`src/rtl/song_scheduler_if.sv`:
```
// Bundle of request, selection and playback signals between the sequencer
// owner (master) and song_scheduler (slave).
interface song_scheduler_if;
    logic       play_req;
    logic       stop_req;
    logic [1:0] song_sel;
    logic [6:0] live_keys;
    logic [6:0] song_keys;
    logic [1:0] song_id;
    logic       song_load;
    logic       song_step;
    logic [6:0] keys_out;
    logic       busy;
    logic       song_done;

    modport master (
        output play_req, stop_req, song_sel, live_keys, song_keys,
        input  song_id, song_load, song_step, keys_out, busy, song_done
    );

    modport slave (
        input  play_req, stop_req, song_sel, live_keys, song_keys,
        output song_id, song_load, song_step, keys_out, busy, song_done
    );
endinterface

```
`src/rtl/song_scheduler.sv`:
```
// Song playback sequencer: IDLE/LOAD/PLAY with live-key override and pause.
// Define SONG_SCHEDULER_LOOP_EN to restart the latched song after its final step.
module song_scheduler #(
    parameter int unsigned TICK_DIV   = 12500000,
    parameter int unsigned NOTE_COUNT = 42
) (
    input logic              clock,
    input logic              resetn,
    song_scheduler_if.slave  bus
);

    typedef enum logic [1:0] {IDLE, LOAD, PLAY} state_t;

    localparam logic [26:0] TICK_RELOAD = 27'(TICK_DIV - 1);
    localparam logic [7:0]  NOTE_LAST   = 8'(NOTE_COUNT - 1);

    state_t      state;
    logic [26:0] tick;
    logic [7:0]  note;
    logic        live_active;
    logic        step;
    logic        final_step;

    // Step and done depend on same-cycle live/stop inputs, so they stay combinational.
    always_comb begin
        live_active   = (bus.live_keys != '0);
        step          = (state == PLAY) && (tick == '0) && !live_active && !bus.stop_req;
        final_step    = step && (note == NOTE_LAST);
        bus.song_step = step;
        bus.song_done = final_step;
        if (live_active)        bus.keys_out = bus.live_keys;
        else if (state == PLAY) bus.keys_out = bus.song_keys;
        else                    bus.keys_out = '0;
    end

    always_ff @(posedge clock or negedge resetn) begin
        if (!resetn) begin
            state         <= IDLE;
            tick          <= '0;
            note          <= '0;
            bus.song_id   <= '0;
            bus.song_load <= 1'b0;
            bus.busy      <= 1'b0;
        end else begin
            case (state)
                IDLE: begin
                    if (bus.play_req && !bus.stop_req) begin
                        bus.song_id   <= bus.song_sel;
                        bus.song_load <= 1'b1;
                        bus.busy      <= 1'b1;
                        state         <= LOAD;
                    end
                end
                LOAD: begin
                    bus.song_load <= 1'b0;
                    tick          <= TICK_RELOAD;
                    note          <= '0;
                    if (bus.stop_req) begin
                        bus.busy <= 1'b0;
                        state    <= IDLE;
                    end else begin
                        state <= PLAY;
                    end
                end
                PLAY: begin
                    if (bus.stop_req) begin
                        bus.busy <= 1'b0;
                        state    <= IDLE;
                    end else if (step) begin
                        tick <= TICK_RELOAD;
                        note <= note + 8'd1;
                        if (final_step) begin
`ifdef SONG_SCHEDULER_LOOP_EN
                            bus.song_load <= 1'b1;
                            state         <= LOAD;
`else
                            bus.busy <= 1'b0;
                            state    <= IDLE;
`endif
                        end
                    end else if (!live_active) begin
                        tick <= tick - 27'd1;
                    end
                end
                default: begin
                    bus.song_load <= 1'b0;
                    bus.busy      <= 1'b0;
                    state         <= IDLE;
                end
            endcase
        end
    end

endmodule
```
`src/flat_wrapper.sv`:
```
// flat-port wrapper written by rule: the top's interface ports become plain ports
module song_scheduler_flat 
#(
    parameter int unsigned TICK_DIV   = 12500000,
    parameter int unsigned NOTE_COUNT = 42
)
  (clock, resetn, bus_play_req, bus_stop_req, bus_song_sel, bus_live_keys, bus_song_keys, bus_song_id, bus_song_load, bus_song_step, bus_keys_out, bus_busy, bus_song_done);
  song_scheduler_if bus_i ();
  input logic clock;
  input logic resetn;
  input wire logic [$bits(bus_i.play_req)-1:0] bus_play_req;
  input wire logic [$bits(bus_i.stop_req)-1:0] bus_stop_req;
  input wire logic [$bits(bus_i.song_sel)-1:0] bus_song_sel;
  input wire logic [$bits(bus_i.live_keys)-1:0] bus_live_keys;
  input wire logic [$bits(bus_i.song_keys)-1:0] bus_song_keys;
  output wire logic [$bits(bus_i.song_id)-1:0] bus_song_id;
  output wire logic [$bits(bus_i.song_load)-1:0] bus_song_load;
  output wire logic [$bits(bus_i.song_step)-1:0] bus_song_step;
  output wire logic [$bits(bus_i.keys_out)-1:0] bus_keys_out;
  output wire logic [$bits(bus_i.busy)-1:0] bus_busy;
  output wire logic [$bits(bus_i.song_done)-1:0] bus_song_done;
  assign bus_i.play_req = bus_play_req;
  assign bus_i.stop_req = bus_stop_req;
  assign bus_i.song_sel = bus_song_sel;
  assign bus_i.live_keys = bus_live_keys;
  assign bus_i.song_keys = bus_song_keys;
  assign bus_song_id = bus_i.song_id;
  assign bus_song_load = bus_i.song_load;
  assign bus_song_step = bus_i.song_step;
  assign bus_keys_out = bus_i.keys_out;
  assign bus_busy = bus_i.busy;
  assign bus_song_done = bus_i.song_done;
  song_scheduler #(.TICK_DIV(TICK_DIV), .NOTE_COUNT(NOTE_COUNT)) u_core (.clock(clock), .resetn(resetn), .bus(bus_i));
endmodule
```
`config.mk`:
```
export PLATFORM = sky130hd
export DESIGN_NAME = song_scheduler_flat
export DESIGN_NICKNAME = d
export VERILOG_FILES = /design/src/rtl/song_scheduler_if.sv /design/src/rtl/song_scheduler.sv /design/src/flat_wrapper.sv
export SDC_FILE = /design/constraint.sdc
export NUM_CORES = 1
export LEC_CHECK = 0
export CORE_AREA = 2 2 70 72
export DETAILED_ROUTE_END_ITERATION = 12
export DIE_AREA = 0 0 72 74
export GPL_TIMING_DRIVEN = 0
export PLACE_DENSITY = 0.77
export REMOVE_ABC_BUFFERS = 1
export SYNTH_ARGS = -nofsm -noshare
export SYNTH_HDL_FRONTEND = slang
export SYNTH_SLANG_ARGS = --single-unit
```
`constraint.sdc`:
```
create_clock -name clock -period 2.6 [get_ports clock]
set_input_delay 0.78 -clock clock [delete_from_list [all_inputs] [get_ports clock]]
set_output_delay 0.78 -clock clock [all_outputs]
set_load 0.01 [all_outputs]
```
Yosys cells after proc, flatten, opt, wreduce, memory -nomap -nowiden
Cells that the tools add are included.

word-level totals
  register bits = 41
  logic and storage cells = 58
  output and inout port bits = 13
  bits in latches = 0
  memories = 0
  ROM bits = 0
  bits in writable memories = 0

operators by class
  multiplexer cells = 22
  reduce and logical (&&, ||, !) cells = 17
  equal/unequal tests = 10
  $lt $le $gt $ge = 0
  $add $sub $neg = 2
  div/mod/pow operators = 0
  shifts and indexed selects = 0
  $mul = 0
  bitwise gates (word level) = 1

operators with widths
  kind                     number
  $mux W27                 3
  $pmux W27 S2             1
  $logic_not A27 Y1        1
  $sub A27 B1 Y27 const B  1
  $mux W8                  2
  $pmux W8 S2              1
  $mux W7                  2
  $mux W2                  5
  $ne A3 B3 Y1 const B     3
  $reduce_and A3 Y1        3
  $add A8 B1 Y8 const B    1
  $eq A8 B6 Y1 const B     1
  $reduce_bool A7 Y1       1
  $ne A2 B2 Y1 const B     3
  $pmux W2 S3              1
  $logic_and A1 B1 Y1      5
  $mux W1                  5
  $reduce_and A2 Y1        2
  $reduce_and A4 Y1        1
  $pmux W1 S3              1
  $eq A2 B1 Y1 const B     1
  $eq A2 B2 Y1 const B     1
  $logic_not A1 Y1         2
  $logic_not A2 Y1         1
  other kinds (4)          4

Logic depth before layout (Yosys ltp)
  depth in word-level cells = 9
  gate-level depth with buffers = 9
  depth with buffers taken out = 7

Least setup slack after synthesis
Ideal clock, no wire load.

  path type = reg-to-output
  start point = register u_core.note[1]
  end point = output port bus_song_done
  cell stages (with the launch flop) = 6
  data arrival time = 1738 ps
  setup slack = 82 ps
  cell sequence = dfrtp_1 inv_1 ha_1 or4b_1 or4_4 nor4_4

on the way
  longest elaborated chain between the ends = 2

RTL lines
  element                 line                  source
  start, declared         song_scheduler.sv:19  logic [7:0] note;
  start signal, assigned  song_scheduler.sv:71  note <= note + 8'd1;
  $eq A8 B6 Y1            song_scheduler.sv:28  final_step = step && (note == NOTE_LAST);
  $logic_and A1 B1 Y1     song_scheduler.sv:28
  end, declared           flat_wrapper.sv:21    output wire logic [$bits(bus_i.song_done)-1:0] bus_song_done;

Every way passes these cells.

Final worst setup path
  start point = register u_core.note[0]
  end point = output port bus_song_done

Same word-level chain as after synthesis.

==> impl_summary.md <==
GRT
Entering global routing, the biggest net connects 35 pins. The number of antenna violations at the first check in global routing is 0. The first global-routing pass estimated 10,340 um of wire.

The final global-route overflow total is 0. The via count of the first global-routing pass is 2,267. The global router's overall resource usage is 25.00%.

STA
Between clock sinks in the finished design, the worst skew comes to 0.01087 ns. The post-route worst hold slack is 0.3234 ns. The count of endpoints failing hold in the final timing report is 0. Of the available clock period, the critical path in the final layout requires 114.0%. The slew at the pin closest to its max-slew limit is 0.5575 ns. The total negative setup slack is -0.7650 ns. The final number of setup-violating endpoints is 9. The maximum achievable frequency is 0.3373 GHz. The max-slew violation total from the final report was 0. The worst relative slew slack is 62.52%.

Counting I/O delays and the setup requirement, the final critical path takes 2.965 ns. Setup repair after global routing could not meet its margin everywhere. The post-layout worst setup margin is -0.3649 ns.

Layout
The number of antenna diodes in the final layout is 0. The ratio of cells with drive above 1 in the final layout is 25.38%. The area added between synthesis and finish is 32.35%.

In the final design database the tool counted 356 nets. At the end of the flow the core is filled with cells to 71.02%. The count of placed standard cells in the final layout, fillers left out is 385.

Critical path
The nature of the critical path startpoint is a flop. The type of element capturing the critical path is a primary output. STA puts the critical path data required time at 1.82 ns. The worst register-to-register path ends at u_core.bus.busy. Traced cell by cell, the critical path runs through ha_1, or4b_1, or4_4, nor4_4, buf_2.

The maximum fanout along the worst path is 5. The startpoint identified for the worst register-to-register timing path is u_core.note[0]. On the worst path, the slowest cell contributes a delay of 0.45 ns. Setup slack on the worst reg-to-reg path comes out at 0.26 ns.

The data arrival at the endpoint of the critical path is 2.18 ns. The worst setup path is of the reg2out kind. The slowest library cell on the worst path is or4b_1. The worst register-to-register path has a depth of 7.

Synth
The flop and latch count out of synthesis is 41. Yosys attributes the largest share of cell area to dfrtp_1, xor2_1, nand2_1. The total standard cell area after synthesis is 2467 um^2. In this run, distinct cell masters in the synthesized netlist total 45.

After synthesis, the mean cell area works out to 9.071 um^2. The proportion of netlist area held by the largest area contributor is 41.58%. Among all flip-flop cells after synthesis, the most frequent one is dfrtp_1. Ranked by instance count, the synthesized netlist is headed by dfrtp_1, nand2_1, nor2_1. The sequential element share of the synthesized area is 41.58%.

The most common cell in the synthesized netlist is dfrtp_1. The largest area contributor in the netlist is dfrtp_1. During synthesis, Yosys emitted a total of 0 warnings. Counting flops with a built-in enable in the synthesized netlist gives 0.

The instance count of the mapped netlist is 272. The fraction of registers with async set/reset is 100.0%.

Die
From left edge to right edge, the die measures 72 um. The floorplan step defined a die boundary enclosing 5328 um^2. The die outline height is 74 um. The initial utilization of the core area, before any placement, comes to 53.66%.

Pin placement for this block handled 33 I/O pins. The core footprint is 4598 um^2. Row generation in the floorplan step produced 25 rows.

Clock tree
The number of buffers on the longest clock path is 2. The H-tree generated during clock tree synthesis spans 2 levels. The number of sinks handled by clock tree synthesis is 41.

The insertion delay of the later-clocked pin in the worst-skew pair is 0.30 ns. The CTS tree is yes. The cell at the root of the clock tree is clkbuf_8. The total CTS buffers is 5. After clock tree synthesis, the flow added hold-fix buffers numbering 0. Clock-pin slew was measured on the worst setup and hold paths at 0.08 ns.

Pwr
Net switching is 36.63% of the power. The internal portion of the total power is 1.307 mW. The clock network is responsible for 25.9% of the overall power. In this run the power spent charging and discharging nets is 0.7555 mW.

The power per cell area is 631.6 nW/um^2. The share of total power dissipated in sequential elements is 35.1%. The reported leakage power is 1.346 nW.

The worst-case IR drop observed on VDD is 0.0004669 V. In this run, the combinational gates consume 39.1% of the power.

Detailed routing
The post-detailed-routing wire length is 6244 um. For this block, the via count after detailed routing is 2,310. Dividing the detail-routed wire length by the instance count gives 16.22 um. For this run, the detailed router's first-pass iteration total came to 4.

For this run, design rule violations remaining after detail routing come to 0. The residual antenna-violating net count after detailed routing is 0. Dividing the detail-routed via count by the number of cells gives 6.000. For this block, the initial DRC count from the detailed router was 179.

Hold path
The worst hold path belongs to the class in2async.

Placement
The placed instance count is 347. The count of buffers added on input and output ports is 32. The HPWL reported at the end of detailed placement is 3930 um. Before CTS, the worst setup slack after placement is -1.150 ns. The congestion estimate from routability-driven global placement came to 0.7683.

Run status
The checks that failed: negative setup slack. The flow ran to the end, but the final reports show violations.

Job
Across the run, the number of max-cap violations was 0.
## cell type report
| type | instances | area [um^2] |
|---|---|---|
| Multi-Input combinational cell | 209 | 1479 |
| Fill cell | 330 | 1333 |
| Sequential cell | 41 | 1026 |
| Timing Repair Buffer | 64 | 543.0 |
| Clock buffer | 7 | 86.33 |
| Tap cell | 54 | 67.56 |
| Inverter | 9 | 33.78 |
| Clock inverter | 1 | 30.03 |
## power by group through the flow
stage          clock [mW]  combinational [mW]  sequential, mW
6_report            0.533               0.806           0.723
3_5_place_dp            0               0.716           0.736
3_3_place_gp            0               0.692           0.733
5_1_grt             0.573               0.877           0.728
4_1_cts             0.540               0.785           0.720
2_1_floorplan           0               0.422           0.744
## state kept, by name, summed over array words and instances, names as in the netlist
signal                count
u_core.tick              27
u_core.note               8
u_core.bus.song_id        2
u_core.state              2
u_core.bus.busy           1
u_core.bus.song_load      1
## critical path: cells and delay by family (launching register included)
| family | cells | cell delay, ns |
|---|---|---|
| buffers and inverters | 1 | 0.19 |
| and+or+nand+nor | 3 | 1.11 |
| adders and majority gates | 1 | 0.18 |
| DFF | 1 | 0.41 |
## what timing repair did
| action | 4_1_cts | 5_1_grt |
|---|---|---|
| pin swaps | 12 | 12 |
| setup endpoints to repair | 40 | 17 |
| resized for setup | 93 | 11 |
| buffers inserted | 29 | 3 |
## worst max-delay path by stage
stage | startpoint | endpoint | slack, ns | cells after the start
global route | u_core.note[1] | bus_song_done | -0.46 | 6
global placement | bus_live_keys[2] | u_core.tick[26] | -2.49 | 6
floorplan | bus_live_keys[2] | u_core.tick[26] | -0.96 | 5
finish | u_core.note[0] | bus_song_done | -0.36 | 5
CTS | u_core.note[1] | bus_song_done | -0.41 | 6
detailed placement | bus_live_keys[2] | bus_song_done | -1.15 | 5
## placed cells by master (no fill, tap or decap), types with 2 or more instances in the layout
cell type | Yosys | layout
dfrtp_1 | 41 | 41
and3_1 | 4 | 2
o21ai_0 | 13 | 13
a31oi_1 | 2 | 2
nor4b_1 | 3 | 2
nand2_1 | 27 | 25
buf_2 | 3 | 11
xnor2_1 | 3 | 3
a21oi_1 | 8 | 7
nand3_1 | 12 | 11
o31ai_1 | 3 | 2
nor4_1 | 7 | 4
or4_4 | 2 | 2
buf_6 | 0 | 8
nor4_4 | 2 | 3
clkbuf_8 | 0 | 6
mux2_2 | 2 | 2
nor3_1 | 11 | 9
inv_1 | 9 | 9
nor4_2 | 1 | 3
buf_4 | 1 | 27
a211o_1 | 2 | 2
or4_1 | 3 | 3
or3_1 | 12 | 12
clkdlybuf4s50_1 | 0 | 14
nand2b_1 | 4 | 4
nor2_1 | 22 | 22
nand3b_1 | 2 | 2
xor2_1 | 18 | 18
a21o_1 | 9 | 8
nand4b_1 | 3 | 3
nand4_1 | 13 | 13
ha_1 | 6 | 4
## stage by stage
step / instance area (um^2) / power (mW)
final: 3266 / 2.063
after global routing: 3266 / 2.179
after CTS: 3218 / 2.046
after detailed placement: 2826 / 1.452
after global placement: 2799 / 1.425
after floorplan: 2411 / 1.166
## metal layers
metal	up-vias	wire [um]	track usage [%]
li1	1106	-	-
met1	1119	2621	30.69
met2	68	3137	43.52
met3	17	337	4.065
met4	0	148	11.74
met5	-	0	0
## cell families (layout without fill, tap and decap cells)
kind of cell / after synthesis / after routing / synth area share, %
XOR/XNOR: 21 / 21 / 7.455
flip-flops: 41 / 41 / 41.58
adder cells (fa/ha/maj): 6 / 6 / 3.043
multiplexers: 2 / 2 / 0.9127
buffers and inverters: 22 / 81 / 3.651
AND/OR/NAND/NOR: 136 / 136 / 31.74
AO/OA/AOI/OAI: 44 / 44 / 11.61
Note: power is estimated with default switching activity, not from simulation.
